--- src/rtl/fifo_rd_pkg.sv ---
// fifo_reader shared definitions.
// State encodings and default widths.
package fifo_rd_pkg;

  localparam int DEF_DATA_WIDTH = 32;
  localparam int DEF_LEN_WIDTH  = 4;

  localparam logic [2:0] S_IDLE  = 3'b000;
  localparam logic [2:0] S_READ  = 3'b001;
  localparam logic [2:0] S_ISSUE = 3'b010;
  localparam logic [2:0] S_WAIT  = 3'b011;
  localparam logic [2:0] S_HOLD  = 3'b100;
  localparam logic [2:0] S_DONE  = 3'b101;

endpackage

--- src/rtl/fifo_reader_if.sv ---
// fifo_reader bundle: command, FIFO read port,
// consumer handshake and status.
interface fifo_reader_if
  import fifo_rd_pkg::*;
#(
  parameter int DATA_WIDTH = DEF_DATA_WIDTH,
  parameter int LEN_WIDTH  = DEF_LEN_WIDTH
);
  logic                  start;
  logic [LEN_WIDTH-1:0]  len;
  logic                  abort;
  logic                  empty;
  logic                  rd_ack;
  logic                  rd_err;
  logic [DATA_WIDTH-1:0] d_out;
  logic                  rd_en;
  logic [DATA_WIDTH-1:0] m_data;
  logic                  m_valid;
  logic                  m_ready;
  logic                  busy;
  logic                  done;
  logic                  err;

  modport master (
    input  start, len, abort, empty,
    input  rd_ack, rd_err, d_out, m_ready,
    output rd_en, m_data, m_valid,
    output busy, done, err
  );

  modport slave (
    output start, len, abort, empty,
    output rd_ack, rd_err, d_out, m_ready,
    input  rd_en, m_data, m_valid,
    input  busy, done, err
  );
endinterface

--- src/rtl/fifo_rd_ns.sv ---
// fifo_reader next-state logic.
// Purely combinational; abort beats everything.
module fifo_rd_ns
  import fifo_rd_pkg::*;
#(
  parameter int LEN_WIDTH = DEF_LEN_WIDTH
) (
  input  logic [2:0]           state,
  input  logic                 start,
  input  logic [LEN_WIDTH-1:0] len,
  input  logic                 abort,
  input  logic                 empty,
  input  logic                 rd_ack,
  input  logic                 rd_err,
  input  logic                 m_valid,
  input  logic                 m_ready,
  input  logic                 rem_zero,
  output logic [2:0]           next_state
);

  logic len_zero;
  assign len_zero = (len == '0);

  always_comb begin
    next_state = state;
    if (abort) begin
      next_state = S_IDLE;
    end else begin
      unique case (1'b1)
        (state == S_IDLE): begin
          if (start)
            next_state = len_zero ? S_DONE : S_READ;
        end
        (state == S_READ): begin
          if (!empty)
            next_state = S_ISSUE;
        end
        (state == S_ISSUE): next_state = S_WAIT;
        (state == S_WAIT): begin
          // rd_err wins; silence is a timeout
          if (rd_ack && !rd_err)
            next_state = S_HOLD;
          else
            next_state = S_DONE;
        end
        (state == S_HOLD): begin
          if (m_valid && m_ready)
            next_state = rem_zero ? S_DONE : S_READ;
        end
        (state == S_DONE): next_state = S_IDLE;
        default: next_state = S_IDLE;
      endcase
    end
  end

endmodule

--- src/rtl/fifo_reader.sv ---
// Read-side burst master for the 8-deep FIFO.
// Drains len words, one rd_en pulse per word.
module fifo_reader
  import fifo_rd_pkg::*;
#(
  parameter int DATA_WIDTH = DEF_DATA_WIDTH,
  parameter int LEN_WIDTH  = DEF_LEN_WIDTH
) (
  input logic         clk,
  input logic         reset_n,
  fifo_reader_if.master port
);

  logic [2:0]            state;
  logic [2:0]            next_state;
  logic [LEN_WIDTH-1:0]  rem;
  logic [DATA_WIDTH-1:0] data_q;
  logic                  valid_q;
  logic                  err_q;
  logic                  accept;
  logic                  take;
  logic                  fail;
  logic                  handoff;

  fifo_rd_ns #(
    .LEN_WIDTH (LEN_WIDTH)
  ) u_ns (
    .state      (state),
    .start      (port.start),
    .len        (port.len),
    .abort      (port.abort),
    .empty      (port.empty),
    .rd_ack     (port.rd_ack),
    .rd_err     (port.rd_err),
    .m_valid    (valid_q),
    .m_ready    (port.m_ready),
    .rem_zero   (rem == '0),
    .next_state (next_state)
  );

  assign accept = (state == S_IDLE) && port.start
                  && !port.abort;
  assign take = (state == S_WAIT) && port.rd_ack
                && !port.rd_err && !port.abort;
  assign fail = (state == S_WAIT) && !port.abort
                && (port.rd_err || !port.rd_ack);
  assign handoff = (state == S_HOLD) && valid_q
                   && port.m_ready;

  always_ff @(posedge clk or negedge reset_n) begin
    if (!reset_n) begin
      state   <= S_IDLE;
      rem     <= '0;
      data_q  <= '0;
      valid_q <= 1'b0;
      err_q   <= 1'b0;
    end else begin
      state <= next_state;
      if (accept)
        rem <= port.len;
      else if (take && rem != '0)
        rem <= rem - LEN_WIDTH'(1);
      if (take)
        data_q <= port.d_out;
      // abort drops any word in flight
      if (port.abort)
        valid_q <= 1'b0;
      else if (take)
        valid_q <= 1'b1;
      else if (handoff)
        valid_q <= 1'b0;
      if (accept)
        err_q <= 1'b0;
      else if (fail)
        err_q <= 1'b1;
    end
  end

  assign port.rd_en   = (state == S_ISSUE);
  assign port.busy    = (state != S_IDLE);
  assign port.done    = (state == S_DONE);
  assign port.m_data  = data_q;
  assign port.m_valid = valid_q;
  assign port.err     = err_q;

endmodule
--- src/flat_wrapper.sv ---
// flat-port wrapper written by rule: the top's interface ports become plain ports
module fifo_reader_flat import fifo_rd_pkg::*;
#(
  parameter int DATA_WIDTH = DEF_DATA_WIDTH,
  parameter int LEN_WIDTH  = DEF_LEN_WIDTH
)
  (clk, reset_n, port_start, port_len, port_abort, port_empty, port_rd_ack, port_rd_err, port_d_out, port_m_ready, port_rd_en, port_m_data, port_m_valid, port_busy, port_done, port_err);
  fifo_reader_if #(.DATA_WIDTH(DATA_WIDTH), .LEN_WIDTH(LEN_WIDTH)) port_i ();
  input logic clk;
  input logic reset_n;
  input wire logic [$bits(port_i.start)-1:0] port_start;
  input wire logic [$bits(port_i.len)-1:0] port_len;
  input wire logic [$bits(port_i.abort)-1:0] port_abort;
  input wire logic [$bits(port_i.empty)-1:0] port_empty;
  input wire logic [$bits(port_i.rd_ack)-1:0] port_rd_ack;
  input wire logic [$bits(port_i.rd_err)-1:0] port_rd_err;
  input wire logic [$bits(port_i.d_out)-1:0] port_d_out;
  input wire logic [$bits(port_i.m_ready)-1:0] port_m_ready;
  output wire logic [$bits(port_i.rd_en)-1:0] port_rd_en;
  output wire logic [$bits(port_i.m_data)-1:0] port_m_data;
  output wire logic [$bits(port_i.m_valid)-1:0] port_m_valid;
  output wire logic [$bits(port_i.busy)-1:0] port_busy;
  output wire logic [$bits(port_i.done)-1:0] port_done;
  output wire logic [$bits(port_i.err)-1:0] port_err;
  assign port_i.start = port_start;
  assign port_i.len = port_len;
  assign port_i.abort = port_abort;
  assign port_i.empty = port_empty;
  assign port_i.rd_ack = port_rd_ack;
  assign port_i.rd_err = port_rd_err;
  assign port_i.d_out = port_d_out;
  assign port_i.m_ready = port_m_ready;
  assign port_rd_en = port_i.rd_en;
  assign port_m_data = port_i.m_data;
  assign port_m_valid = port_i.m_valid;
  assign port_busy = port_i.busy;
  assign port_done = port_i.done;
  assign port_err = port_i.err;
  fifo_reader #(.DATA_WIDTH(DATA_WIDTH), .LEN_WIDTH(LEN_WIDTH)) u_core (.clk(clk), .reset_n(reset_n), .port(port_i));
endmodule
--- config.mk ---
export PLATFORM = sky130hd
export DESIGN_NAME = fifo_reader_flat
export DESIGN_NICKNAME = d
export VERILOG_FILES = /design/src/rtl/fifo_rd_pkg.sv /design/src/rtl/fifo_reader_if.sv /design/src/rtl/fifo_rd_ns.sv /design/src/rtl/fifo_reader.sv /design/src/flat_wrapper.sv
export SDC_FILE = /design/constraint.sdc
export NUM_CORES = 1
export LEC_CHECK = 0
export BUFFER_PORTS_ARGS = -buffer_cell sky130_fd_sc_hd__buf_2
export CORE_AREA = 5 5 62 87
export DETAILED_ROUTE_END_ITERATION = 16
export DIE_AREA = 0 0 67 92
export HOLD_SLACK_MARGIN = 0.03
export PLACE_DENSITY = 0.73
export SYNTH_ARGS = -nofsm -noshare
export SYNTH_HDL_FRONTEND = slang
export SYNTH_SLANG_ARGS = --single-unit
--- constraint.sdc ---
create_clock -name clk -period 1.55 [get_ports clk]
set_clock_uncertainty 0.15 [all_clocks]
set_input_delay 0.2325 -clock clk [delete_from_list [all_inputs] [get_ports clk]]
set_output_delay 0.2325 -clock clk [all_outputs]
set_load 0.05 [all_outputs]
Word-level counts from Yosys, hierarchy flattened:

Index checks and enable logic that the tools add are counted.

* flip-flop bits (word level): 41
* latch bits: 0
* RAM bits: 0
* memory bits (read-only): 0
* input bits: 44
* logic and storage cells: 54
* memories kept: 0

* add/subtract/negate cells: 1
* $mul: 0
* div/mod/pow operators: 0
* $lt $le $gt $ge: 0
* equality and inequality tests: 8
* shift-type cells: 0
* multiplexer cells: 15
* bitwise operators: 0
* reduce and logical (&&, ||, !) cells: 25

Operators by type and width (number)
* 2-to-1 mux 3 bit: 6
* case mux 3 bit (5 select lines): 1
* logical AND 1 bit: 12
* inequality test 3 bit (second input constant): 3
* logical NOT 4 bit: 2
* 2-to-1 mux 4 bit: 2
* == test 3 x 2 -> 1 bit (second input constant): 2
* == test 3 bit (second input constant): 2
* 2-to-1 mux 1 bit: 6
* nonzero test 3 bit: 2
* nonzero test 2 bit: 2
* nonzero test 4 bit: 1
* subtractor 4 x 1 -> 4 bit (second input constant): 1
* == test 3 x 1 -> 1 bit (second input constant): 1
* logical NOT 1 bit: 3
* logical NOT 3 bit: 1
* AND reduction 3 bit: 1
* logical OR 1 bit: 1

Longest topological paths before layout:

* depth in word-level cells: 7
* gate-level depth with buffers: 6

Cells and area by module:

From an unflattened synthesis, not the netlist that was laid out.

* cell total of the unflattened synthesis: 133
* area, all modules: 1778.0 µm²

Modules (own cells, without submodules)
* fifo_reader: times used 1, cells an instance 114, area each 1640.3 µm²
* fifo_rd_ns: times used 1, cells an instance 19, area each 137.6 µm²

Worst setup path before layout:

OpenSTA, ideal clock, no wires.

* kind: reg-to-output
* from: register u_core.state[0]
* to: output port_rd_en
* data arrival time: 1401 ps
* required time: 1167 ps
* slack: -234 ps
* cell stages (with the launch flop): 4
* path through: dfrtp_1 -> clkbuf_1 -> nand2b_1 -> nor2_1

* word-level cells in the longest chain between the ends: 1

Ends and longest elaborated chain
* start: declaration: RTL line fifo_reader.sv:14 `logic [2:0] state;`
* start signal: assignment: RTL line fifo_reader.sv:58 `state <= next_state;`
* == test 3 x 2 -> 1 bit: RTL line fifo_reader.sv:79 `assign port.rd_en = (state == S_ISSUE);`
* end: declaration: RTL line flat_wrapper.sv:19 `output wire logic [$bits(port_i.rd_en)-1:0] port_rd_en;`

Every way passes these cells.

Worst setup path in the final report:

* from: register u_core.state[2]
* to: output port_busy

* word-level cells in the longest chain between the ends: 1

Ends and longest elaborated chain
* nonzero test 3 bit: RTL line fifo_reader.sv:80 `assign port.busy = (state != S_IDLE);`
* end: declaration: RTL line flat_wrapper.sv:22 `output wire logic [$bits(port_i.busy)-1:0] port_busy;`

Every way passes these cells.

==> reports/metrics.json <==
{
  "run_status": {
    "outcome": "complete, but fails checks",
    "failing_checks": "negative setup slack"
  },
  "drt": {
    "drc": 0,
    "dr_total_vias": 1688,
    "drtPass1Iterations": 4,
    "post_drt_via_cell_ratio": 4.82,
    "detail_route.iter0.violations": 63,
    "drtAntennaViolNets": 0,
    "totalWireLength_um": 5830,
    "wl_per_cell_um": 16.7
  },
  "critical_path": {
    "timing.critical_path.max_delay_family": "flip-flops",
    "timing.critical_path.slowest_cell_delay_ns": 0.40,
    "cpMostUsedCell": "buf_6",
    "timing.critical_path.to_type": "output port",
    "worst-endpoint-arrival_ns": 1.38,
    "timing_worst_setup_path_type": "flop to output port",
    "timing.critical_path.cells": "buf_6 > or3_4 > buf_6",
    "path_buf_inv": 2,
    "worstSetupStartpointType": "flop",
    "crit_required_ns": 1.17,
    "critPathSlowestCell": "dfrtp_1",
    "timing.critical_path.fanout_max": 2
  },
  "sta": {
    "relative_slew_margins_pct": 78.1,
    "worst-slew-pin-transition_ns": 0.327,
    "layout_min_cycle_time_ns": 1.76,
    "final.setup.worst_slack_ns": -0.208,
    "hold_viol": 0,
    "fmax_mhz": 569,
    "final-max-slew-violation-count": 0,
    "rsz0062_at_grt": "yes",
    "finalCritPeriodShare_pct": 113,
    "hold_ws_ns": 0.0555,
    "setup_violations": 41
  },
  "global_routing": {
    "grt_antenna_before_repair": 0,
    "grt_pass1_vias": 1922,
    "grt_pass1_wl_um": 9080,
    "grt_overflow_total": 0,
    "groute.usage.overall_pct": 19.3,
    "grt_max_degree": 42
  },
  "layout": {
    "finalCoreUtilization_pct": 72.8,
    "finalNetCount": 332,
    "design_area_sq_um": 3250,
    "layoutNonFillerInstCount": 350,
    "syn_to_final_growth_pct": 77.6,
    "layout.filler_cells": 307,
    "antenna_cells_inserted": 0,
    "drive_gt1_share_pct": 60.8
  },
  "floorplanning": {
    "rows": 29,
    "design.core.area_sq_um": 4460,
    "fp.dieW_um": 67,
    "io-pin-count": 81,
    "floorplan.die_area_sq_um": 6160,
    "initial_utilization_pct": 41.0,
    "die_height_um": 92
  },
  "min_path": {
    "holdCritPathClass": "input port to flop"
  },
  "clock_tree": {
    "insertion_delay_ns": 0.29,
    "cts-root-to-sink-buffers": 2,
    "cts.root.buffer_cell": "clkbuf_8",
    "h-tree-depth": 2,
    "tritoncts_clock_tree": "yes",
    "clock_buffers_created_by_tritoncts": 5,
    "cts.sink_count": 41,
    "path_clk_slew_ns": 0.08
  },
  "logic_synthesis": {
    "async_flop_share_pct": 100,
    "synth.most_common_cell": "dfrtp_1",
    "yosysTopAreaCell": "dfrtp_1",
    "syn_inst": 139,
    "synth_top_area_share_pct": 56.1,
    "synth_top_flop_cell": "dfrtp_1",
    "synth.cells.most_frequent": "dfrtp_1, mux2_2, nor2_1",
    "synth.yosys.warnings": 0,
    "synth_edf_count": 0,
    "number_of_storage_elements_in_the_synthesis_netlist": 41,
    "synth_top_cells_by_area": "dfrtp_1, mux2_2, mux2_1",
    "synth_fp_nets": 184,
    "syn_avg_cell_area_sq_um": 13.2,
    "syn-cell-area_sq_um": 1830,
    "synthDistinctLibCells": 32,
    "ys_seq_area_share_pct": 56.1
  },
  "place": {
    "port-buffer-count": 80,
    "place_hpwl_um": 3410,
    "place.gp.congestion": 0.753,
    "placed_cell_area_sq_um": 2450,
    "placed_cells_incl_taps": 292
  },
  "power": {
    "power.density_nw_per_um2": 1450,
    "power.leakage_nw": 1.70,
    "vdd.ir_drop.worst_uv": 997
  },
  "job": {
    "timing.max_cap.violations": 0
  }
}
[per-stage QoR]
stage	setup TNS, ns	worst slack [ns]	power [W]
floorplan	-0.746	-0.0274	0.00293
global placement	-1.11	-0.0703	0.00347
detailed placement	-1.67	-0.119	0.00352
CTS	-4.92	-0.181	0.00458
global route	-6.83	-0.240	0.00495
finish	-4.92	-0.208	0.00472
[sequential cells by signal (all words and copies together) (netlist names)]
| signal | flops |
|---|---|
| u_core.port.m_valid | 1 |
| u_core.state | 3 |
| u_core.rem | 4 |
| u_core.port.m_data | 32 |
| u_core.port.err | 1 |
[report_power, final]
group / switching (W) / internal, W / total (W)
logic: 0.00148 / 0.000983 / 0.00246
registers: 0.000189 / 0.00136 / 0.00155
clock network: 0.000390 / 0.000319 / 0.000710
[cell usage in the layout (no fill, tap or decap), types with 2 or more instances in the layout]
cell type,count
dlygate4sd3_1,33
mux2_2,14
clkbuf_16,2
nand3_2,2
buf_6,10
dfrtp_1,40
nor2_4,3
clkbuf_8,5
buf_4,21
buf_12,4
mux2_1,4
inv_1,4
a21oi_1,3
nor2_1,7
nand2_1,4
buf_2,77
mux2_4,15
clkinv_4,2
a31o_2,2
nand3_1,5
a31oi_1,2
and3_1,2
a21oi_2,3
[cell families (layout without fill, tap and decap cells)]
group                    after synthesis  count (layout)  synth area share [%]
flip-flops                            41              41                  56.1
AND/OR/NAND/NOR                       35              35                  12.3
multiplexers                          34              34                  20.9
AO/OA/AOI/OAI                         14              14                  5.27
buffers and inverters                 12             161                  3.83
XOR/XNOR                               2               2                 0.958
adder cells (fa/ha/maj)                1               1                 0.684
[layout make-up]
class                      count  area [sq um]  area share (%)
multi-input combinational     86           888            27.4
clock inverter                 3          22.5           0.694
sequential                    41          1030            31.6
clock buffer                   5          68.8            2.12
tap                           62          77.6            2.39
inverter                       5          18.8           0.578
timing repair buffer         148          1140            35.2
[routing by layer]
metal  track usage [%]  vias to the layer above  routed length, um
met4              7.11                        0                160
met5                 0                        -                  0
met1              20.7                      816               2050
met3              4.65                       15                349
li1                  -                      788                  -
met2              35.4                       69               3270
[worst register-to-register path, cell delays in order, from the launching register on]
cell and delay [ns]:
dfrtp_1 0.40, or2_4 0.28, nor2_8 0.23, buf_12 0.14, buf_16 0.12, mux2_4 0.29
[path summary, 6_finish.rpt]
path | start | end | slack (ns) | cells past startpoint
max reg2reg | u_core.state[2] | u_core.port.m_data[12] | -0.17 | 5
max in group asynchronous | reset_n | u_core.state[0] | 0.76 | 3
min in group asynchronous | reset_n | u_core.port.m_data[30] | 0.28 | 3
max | u_core.state[2] | port_busy | -0.21 | 3
min reg2reg | u_core.port.m_data[4] | u_core.port.m_data[4] | 0.33 | 1
min | port_len[0] | u_core.rem[0] | 0.06 | 3
[what timing repair did]
item / 4_1_cts / 5_1_grt
endpoints found under the hold margin: 73 / 0
pin swaps: 5 / 5
hold buffers: 33 / 0
buffers inserted: 9 / 5
cloned: 1 / 2
gates resized for setup: 33 / 12
endpoints found under the setup margin: 41 / 43
No activity file was read; power rests on OpenSTA's default activity.
